## src/rtl/pipeline_stall_ctrl.sv

```systemverilog
// ============================================================================
// pipeline_stall_ctrl
// ----------------------------------------------------------------------------
// Central stall/flush controller for the 5-stage MIPS pipeline.
//
// Merges per-stage stall requests into one 6-bit stall vector. The vector is
// always a contiguous run of ones starting at bit0, so the deepest requesting
// stage wins. A stage register inserts a bubble where stall[k]=1 and
// stall[k+1]=0.
//
// Multi-cycle EX operations (mult/div) are sequenced with an internal
// down-counter. MEM back-pressure freezes the counter. A flush request clears
// the operation and produces a registered one-cycle flush pulse. A watchdog
// sets a sticky flag when the MEM stall request stays high too long.
//
// Optional feature (macro STALL_STATS_EN):
//   Adds a 32-bit count of cycles with stall[0]=1 and a synchronous clear
//   input. With the macro undefined, neither port nor the counter exists.
//
// Parameters:
//   MC_CNT_W   - width of i_ex_mc_cycles and the multi-cycle counter
//   WDOG_LIMIT - consecutive MEM stall cycles before o_stall_timeout sets
//   WDOG_W     - watchdog counter width, 2**WDOG_W must exceed WDOG_LIMIT
//
// Ports:
//   i_clock             - system clock, rising edge
//   i_reset             - asynchronous, active-high reset
//   i_if_stall_request  - IF stage stall request
//   i_id_stall_request  - ID stage stall request (load-use hazard)
//   i_ex_stall_request  - EX stage stall request (combinational)
//   i_mem_stall_request - MEM stage stall request (bus wait)
//   i_ex_mc_start       - one-cycle pulse, starts a multi-cycle EX operation
//   i_ex_mc_cycles      - extra EX cycles, sampled with i_ex_mc_start
//   i_flush_request     - exception or eret, flush the pipeline
//   o_stall             - bit0 PC, bit1 IF/ID, bit2 ID/EX, bit3 EX/MEM,
//                         bit4 MEM/WB, bit5 WB
//   o_flush             - registered one-cycle flush pulse
//   o_ex_mc_busy        - multi-cycle operation in progress
//   o_ex_mc_done        - registered pulse after the last multi-cycle cycle
//   o_stall_timeout     - sticky watchdog flag
//   i_stats_clear       - (STALL_STATS_EN) synchronous clear of the counter
//   o_stall_cycle_count - (STALL_STATS_EN) cycles with stall[0]=1, wraps
// ============================================================================
module pipeline_stall_ctrl #(
    parameter int MC_CNT_W   = 6,
    parameter int WDOG_LIMIT = 64,
    parameter int WDOG_W     = 7
) (
    input  logic                i_clock,
    input  logic                i_reset,
    input  logic                i_if_stall_request,
    input  logic                i_id_stall_request,
    input  logic                i_ex_stall_request,
    input  logic                i_mem_stall_request,
    input  logic                i_ex_mc_start,
    input  logic [MC_CNT_W-1:0] i_ex_mc_cycles,
    input  logic                i_flush_request,
    output logic [5:0]          o_stall,
    output logic                o_flush,
    output logic                o_ex_mc_busy,
    output logic                o_ex_mc_done,
    output logic                o_stall_timeout
`ifdef STALL_STATS_EN
    ,
    input  logic                i_stats_clear,
    output logic [31:0]         o_stall_cycle_count
`endif
);

    // ------------------------------------------------------------------------
    // State and registers
    // ------------------------------------------------------------------------
    typedef enum logic [1:0] {
        StIdle   = 2'd0,
        StMcBusy = 2'd1,
        StFlush  = 2'd2
    } state_t;

    state_t              r_state;
    logic [MC_CNT_W-1:0] r_mc_cnt;
    logic                r_ex_mc_busy;
    logic                r_ex_mc_done;
    logic                r_flush;
    logic [WDOG_W-1:0]   r_wdog_cnt;
    logic                r_stall_timeout;

    logic [5:0]          w_stall;
    logic                w_mc_last;
    logic                w_wdog_sat;
    logic                w_wdog_hit;

    // ------------------------------------------------------------------------
    // Stall vector: combinational, deepest request wins. Forced to zero
    // during the flush cycle so the flushed bubbles advance freely.
    // ------------------------------------------------------------------------
    always_comb begin
        w_stall = 6'b000000;
        if (r_state != StFlush) begin
            if (i_mem_stall_request) begin
                w_stall = 6'b011111;
            end else if (i_ex_stall_request || r_ex_mc_busy) begin
                w_stall = 6'b001111;
            end else if (i_id_stall_request) begin
                w_stall = 6'b000111;
            end else if (i_if_stall_request) begin
                w_stall = 6'b000011;
            end else begin
                w_stall = 6'b000000;
            end
        end
    end

    assign o_stall = w_stall;

    // Counter at 1 means this is the final EX cycle of the operation.
    assign w_mc_last = (r_mc_cnt == MC_CNT_W'(1));

    // ------------------------------------------------------------------------
    // Control FSM. Flush has priority over everything, including a
    // simultaneous i_ex_mc_start, which is discarded.
    // ------------------------------------------------------------------------
    always_ff @(posedge i_clock or posedge i_reset) begin
        if (i_reset) begin
            r_state      <= StIdle;
            r_mc_cnt     <= '0;
            r_ex_mc_busy <= 1'b0;
            r_ex_mc_done <= 1'b0;
            r_flush      <= 1'b0;
        end else begin
            r_ex_mc_done <= 1'b0;
            r_flush      <= 1'b0;
            if (i_flush_request) begin
                r_state      <= StFlush;
                r_flush      <= 1'b1;
                r_mc_cnt     <= '0;
                r_ex_mc_busy <= 1'b0;
            end else begin
                case (r_state)
                    StIdle: begin
                        if (i_ex_mc_start) begin
                            if (i_ex_mc_cycles != '0) begin
                                r_mc_cnt     <= i_ex_mc_cycles;
                                r_ex_mc_busy <= 1'b1;
                                r_state      <= StMcBusy;
                            end else begin
                                // Zero-length operation completes immediately.
                                r_ex_mc_done <= 1'b1;
                            end
                        end
                    end
                    StMcBusy: begin
                        // MEM back-pressure freezes EX progress.
                        if (!i_mem_stall_request) begin
                            if (w_mc_last) begin
                                r_mc_cnt     <= '0;
                                r_ex_mc_busy <= 1'b0;
                                r_ex_mc_done <= 1'b1;
                                r_state      <= StIdle;
                            end else begin
                                r_mc_cnt <= r_mc_cnt - MC_CNT_W'(1);
                            end
                        end
                    end
                    StFlush: begin
                        r_state <= StIdle;
                    end
                    default: begin
                        r_state      <= StIdle;
                        r_mc_cnt     <= '0;
                        r_ex_mc_busy <= 1'b0;
                    end
                endcase
            end
        end
    end

    assign o_flush      = r_flush;
    assign o_ex_mc_busy = r_ex_mc_busy;
    assign o_ex_mc_done = r_ex_mc_done;

    // ------------------------------------------------------------------------
    // Watchdog: counts consecutive raw MEM stall cycles and saturates. The
    // flag sets on the edge that completes the WDOG_LIMIT-th cycle and stays
    // set until reset; flushes do not touch it.
    // ------------------------------------------------------------------------
    assign w_wdog_sat = (r_wdog_cnt == {WDOG_W{1'b1}});
    assign w_wdog_hit = i_mem_stall_request &&
                        (r_wdog_cnt >= WDOG_W'(WDOG_LIMIT - 1));

    always_ff @(posedge i_clock or posedge i_reset) begin
        if (i_reset) begin
            r_wdog_cnt      <= '0;
            r_stall_timeout <= 1'b0;
        end else begin
            if (!i_mem_stall_request) begin
                r_wdog_cnt <= '0;
            end else if (!w_wdog_sat) begin
                r_wdog_cnt <= r_wdog_cnt + WDOG_W'(1);
            end
            if (w_wdog_hit) begin
                r_stall_timeout <= 1'b1;
            end
        end
    end

    assign o_stall_timeout = r_stall_timeout;

`ifdef STALL_STATS_EN
    // ------------------------------------------------------------------------
    // Stall statistics: cycles with the PC held. Clear beats increment.
    // ------------------------------------------------------------------------
    logic [31:0] r_stall_cycle_count;

    always_ff @(posedge i_clock or posedge i_reset) begin
        if (i_reset) begin
            r_stall_cycle_count <= '0;
        end else if (i_stats_clear) begin
            r_stall_cycle_count <= '0;
        end else if (w_stall[0]) begin
            r_stall_cycle_count <= r_stall_cycle_count + 32'd1;
        end
    end

    assign o_stall_cycle_count = r_stall_cycle_count;
`endif

endmodule
```

## config.mk

```make
export PLATFORM = sky130hd
export DESIGN_NAME = pipeline_stall_ctrl
export DESIGN_NICKNAME = d
export VERILOG_FILES = /design/src/rtl/pipeline_stall_ctrl.sv
export SDC_FILE = /design/constraint.sdc
export NUM_CORES = 1
export LEC_CHECK = 0
export ABC_AREA = 1
export BUFFER_PORTS_ARGS = -buffer_cell sky130_fd_sc_hd__buf_2
export CORE_UTILIZATION = 48
export DETAILED_ROUTE_END_ITERATION = 12
export GPL_ROUTABILITY_DRIVEN = 0
export GPL_TIMING_DRIVEN = 0
export PLACE_DENSITY = 0.82
export SETUP_SLACK_MARGIN = 0.5
export SYNTH_ARGS = -nofsm -noshare
export SYNTH_HDL_FRONTEND = slang
export SYNTH_SLANG_ARGS = --single-unit
```

## constraint.sdc

```tcl
create_clock -name i_clock -period 1.3 [get_ports i_clock]
set_input_delay 0.13 -clock i_clock [delete_from_list [all_inputs] [get_ports i_clock]]
set_output_delay 0.13 -clock i_clock [all_outputs]
set_load 0.01 [all_outputs]
```

### Yosys cells after proc, flatten, opt, wreduce, memory -nomap -nowiden

Cells that the tools add are included.

| cells by class | value |
|---|---|
| reductions and logical operators | 7 |
| add/sub/neg operators | 2 |
| equal/unequal tests | 11 |
| order comparisons | 1 |
| mux-type cells | 32 |

Operators by type and width:

| kind | number |
|---|---|
| $mux W6 | 5 |
| $pmux W6 S3 | 1 |
| $mux W7 | 2 |
| $mux W2 | 6 |
| $ne A3 B3 Y1 const B | 4 |
| $mux W1 | 11 |
| $mux W5 | 2 |
| $reduce_and A4 Y1 | 2 |
| $add A7 B1 Y7 const B | 1 |
| $eq A7 B7 Y1 const B | 1 |
| $ge A7 B6 Y1 const B | 1 |
| $eq A6 B1 Y1 const B | 1 |
| $ne A2 B2 Y1 const B | 3 |
| $reduce_bool A6 Y1 | 1 |
| $sub A6 B1 Y6 const B | 1 |
| $reduce_and A5 Y1 | 1 |
| $mux W4 | 1 |
| $pmux W2 S2 | 1 |
| $mux W3 | 1 |
| $pmux W1 S3 | 1 |
| $eq A2 B1 Y1 const B | 1 |
| $eq A2 B2 Y1 const B | 1 |
| $logic_not A2 Y1 | 1 |
| $pmux W1 S2 | 1 |
| 2 further kinds | 2 |

| word-level totals | value |
|---|---|
| register bits after elaboration | 19 |
| output and inout port bits | 10 |

### Longest topological paths before layout

| depth | value |
|---|---|
| word-level depth | 5 |
| depth in mapped cells | 9 |
| mapped depth without buffers | 9 |

### Least setup slack after synthesis

Ideal clock, no wire load.

| timing path | value |
|---|---|
| path type | flip-flop to flip-flop |
| from | reg r_wdog_cnt[0] |
| to | reg r_wdog_cnt[0] |
| required time | 1.236 ns |
| data arrival time | 1.215 ns |
| slack | 0.021 ns |
| cell stages (with the launch flop) | 7 |
| cells stage by stage | dfrtp_1 > ha_1 > nand3_1 > nor2_1 > nand3_2 > a21oi_1 > o21a_1 |

| on the way | value |
|---|---|
| cells in the longest elaborated chain, start to end | 3 |
| elaborated cells on any way between the ends | 5 |

RTL lines:

| element | line | source |
|---|---|---|
| start, declared | 84 | `logic [WDOG_W-1:0] r_wdog_cnt;` |
| start signal, assigned | 198 | `r_wdog_cnt <= r_wdog_cnt + WDOG_W'(1);` |
| $add A7 B1 Y7 | 198 |  |
| $mux W7 | 197 | `end else if (!w_wdog_sat) begin` |
| $mux W7 | 195 | `if (!i_mem_stall_request) begin` |

Parallel ways exist; a longest one is shown, timed or not. The select of a mux whose other input is x is not followed.
A chain may end at the register's enable or synchronous reset.

### Worst setup path in the final report

| timing path | value |
|---|---|
| from | reg r_ex_mc_busy, in the netlist o_ex_mc_busy |
| to | out o_stall[1] |

| on the way | value |
|---|---|
| cells in the longest elaborated chain, start to end | 4 |

RTL lines:

| element | line | source |
|---|---|---|
| start, declared | 81 | `logic r_ex_mc_busy;` |
| start signal, assigned | 126 | `r_ex_mc_busy <= 1'b0;` |
| start signal, assigned | 136 | `r_ex_mc_busy <= 1'b0;` |
| start signal, assigned | 143 | `r_ex_mc_busy <= 1'b1;` |
| $logic_or A1 B1 Y1 | 101 | `end else if (i_ex_stall_request \|\| r_ex_mc_busy) begin` |
| $mux W4 | 101 |  |
| $mux W5 | 99 | `if (i_mem_stall_request) begin` |
| $mux W5 | 98 | `if (r_state != StFlush) begin` |
| end, declared | 58 | `output logic [5:0] o_stall,` |

No other way between the ends.

==> impl_metrics.py <==
metrics = {
    "outcome": {
        "status": "complete, but fails checks",
        "violations": "hold timing, setup timing",
    },
    "worst_setup_path": {
        "path_cells": "nor2_2, nand3b_1, o21ai_1, inv_1, buf_4, buf_2",
        "path_class": "reg2out",
        "worstReg2RegStart": "r_state[1]",
        "startpoint": "o_ex_mc_busy",
        "cp_top_family": "flip-flops",
        "cp-start-kind": "register",
        "r2r_cells": 10,
        "worst-path-stages": 6,
        "endpoint_kind": "primary output",
        "cp_slowest_stage_delay_ns": 0.42,
        "cpMaxStageDelayCell": "dfrtp_1",
        "crit_buf_inv": 3,
        "worstPathMaxFanout": 2,
        "cp.required_ns": 1.17,
        "arrival_ns": 1.45,
    },
    "logic_synthesis": {
        "synth_seq_cells": 19,
        "syn_avg_cell_area_um2": 7.12,
        "yosysTopAreaCell": "dfrtp_1",
        "yosysWarningCount": 0,
        "synth_fa_ha_area_share_pct": 3.24,
        "yosys.area_share.simple_pct": 36.8,
        "synth_cells": 163,
        "muxShareOfSynthArea_pct": 0,
        "synth.top_cell.area_share_pct": 41.0,
        "synth-compound-area-share_pct": 6.69,
        "synth_seq_area_share_pct": 41.0,
        "ys_types": 24,
        "netlist_area_um2": 1160,
        "synth_top_cells_by_area": "dfrtp_1 41%, nand2_1 18%, nor2_1 6.5%, inv_1 5.8%, nand3_1 4.3%",
        "synth_xor_area_share_pct": 3.02,
        "synth_top_family_by_area": "simple AND/OR/NAND/NOR gates",
        "syn_nets": 180,
    },
    "hold_path": {
        "hold_path.class": "in2async",
    },
    "clocking": {
        "clkTransAtPathRegs_ns": 0.12,
        "htree_num_levels": 1,
        "cts_buffer_depth": 2,
        "cts_buffers": 3,
        "tritoncts": "built",
        "cts_num_sinks": 19,
        "clock_latency_ns": 0.31,
        "cts_root_buffer": "clkbuf_4",
    },
    "flow_run": {
        "maxCapViolCount": 0,
    },
    "power": {
        "p_per_area_nw_per_um2": 864,
        "leakage_nw": 0.916,
        "peakVddDrop_v": 0.000729,
        "fin_total_pwr_mw": 1.48,
    },
    "floorplan": {
        "fp.dieH_um": 51.2,
        "rows": 17,
        "die-area_um2": 2620,
        "pin_count": 24,
        "die_w_um": 51.2,
        "coreArea_um2": 2250,
        "initial_core_util_pct": 51.4,
    },
    "grt": {
        "antenna_found_initial": 0,
        "track_usage_pct": 28.1,
        "grt_max_degree": 20,
        "grt_pass1_vias": 1247,
        "overflow": 0,
        "grt_first_pass_wirelength_mm": 5.27,
    },
    "timing": {
        "tightest_slew_ns": 0.722,
        "rsz0062_at_grt": "yes",
        "fin_skew_ns": 0.00837,
        "hold_violations": 19,
        "period_needed_ns": 1.58,
        "max-slew-margin-rel_pct": 51.8,
        "final-setup-viol-count": 15,
        "timing.final.crit_share_pct": 121,
        "slew_viol_final": 0,
        "fin_ws_ns": -0.278,
        "holdWs_ns": -0.0794,
        "fmax_ghz": 0.634,
    },
    "detailed_routing": {
        "post-route-drc-count": 0,
        "post_drt_wl_per_cell_um": 15.7,
        "viasPerCell": 5.66,
        "antenna_left": 0,
        "initialDrtViolationCount": 46,
        "wl_mm": 3.73,
        "vias": 1341,
        "dr.pass1.iters": 4,
    },
    "finish": {
        "layout_common_cells": "45 x nand2_1, 20 x buf_2, 19 x dfrtp_1, 17 x buf_4",
        "drive_above_1_share_pct": 45.0,
        "final_common_cell": "nand2_1",
        "nNetsFinal": 227,
        "syn_to_final_growth_pct": 47.6,
        "antenna_cells": 0,
    },
    "placed_design": {
        "hpwl_mm": 1.83,
        "numPortBuffers": 21,
    },
}
layer usage:
metal / GRT usage [%] / share of wire, %
met1: 31.6 / 36
met2: 48.9 / 53
met3: 3.57 / 6.3
met4: 19.4 / 4.6
met5: 0 / 0
synthesized netlist by cell type:
cell type	count
nand3b_1	2
nand3_1	10
inv_2	2
buf_4	2
dlygate4sd1_1	1
xor2_1	3
xnor2_1	1
nor2_1	20
a31oi_1	2
o21ai_0	4
nand2_1	55
nor2_2	2
a21oi_1	6
conb_1	1
a21o_1	1
nor3_1	3
nand3_4	1
dfrtp_1	19
ha_1	3
nand3_2	1
inv_1	18
buf_2	1
o21a_1	1
nand4_1	4
registers in the layout (all words and copies together), names as in the netlist:
signal           flops
o_ex_mc_busy         1
r_state              2
r_mc_cnt             6
o_stall_timeout      1
o_ex_mc_done         1
o_flush              1
r_wdog_cnt           7
final cells by class:
type                       count  area (um2)
multi-input combinational    121         781
timing repair buffer          41         287
inverter                      20        77.6
sequential                    19         475
tap                           28        35.0
clock inverter                 1        5.00
clock buffer                   3        22.5
fill                         150         543
buffer                         4        28.8
worst paths after layout:
| check | end | slack, ns |
|---|---|---|
| hold / removal | r_mc_cnt[1] | -0.08 |
| min in group i_clock | o_flush | 0.03 |
| max in group asynchronous | r_mc_cnt[0] | 0.92 |
| setup / recovery | o_stall[1] | -0.28 |
| setup reg to reg | r_mc_cnt[3] | -0.16 |
| hold reg to reg | r_mc_cnt[5] | 0.54 |
where the power goes:
group	leakage [nW]	switching, mW	total, mW	internal, mW
Clock	0.0177	0.196	0.311	0.115
Sequential	0.253	0.0420	0.669	0.627
Combinational	0.645	0.285	0.499	0.214
Total	0.916	0.523	1.48	0.956
metrics by stage:
stage | TNS, ns | std cells | setup slack (ns) | cell area [um2] | utilization (%)
after floorplan | 0 | 163 | 0.104 | 1190 | -
after global placement | 0 | 212 | 0.00424 | 1340 | 59.2
after detailed placement | -0.136 | 212 | -0.0423 | 1340 | 59.2
after CTS | -0.538 | 234 | -0.213 | 1590 | 70.4
after global routing | -2.91 | 237 | -0.352 | 1710 | 75.9
final | -1.88 | 237 | -0.278 | 1710 | 75.9
cells by family (layout without fill, tap and decap cells):
| group | after synthesis | in the layout |
|---|---|---|
| adders and majority gates | 3 | 3 |
| AOI/OAI and AO/OA | 14 | 14 |
| other | 1 | 1 |
| and+or+nand+nor | 98 | 99 |
| xor gates and xnor gates | 4 | 4 |
| buffers and inverters | 24 | 69 |
| DFF | 19 | 19 |
what timing repair did:
item,in CTS,in global routing
pin swaps,14,16
endpoints found under the hold margin,19,11
cloned,1,0
buffers inserted,17,3
endpoints found under the setup margin,26,26
gates resized for setup,25,25
(Power assumes the default switching activity.)
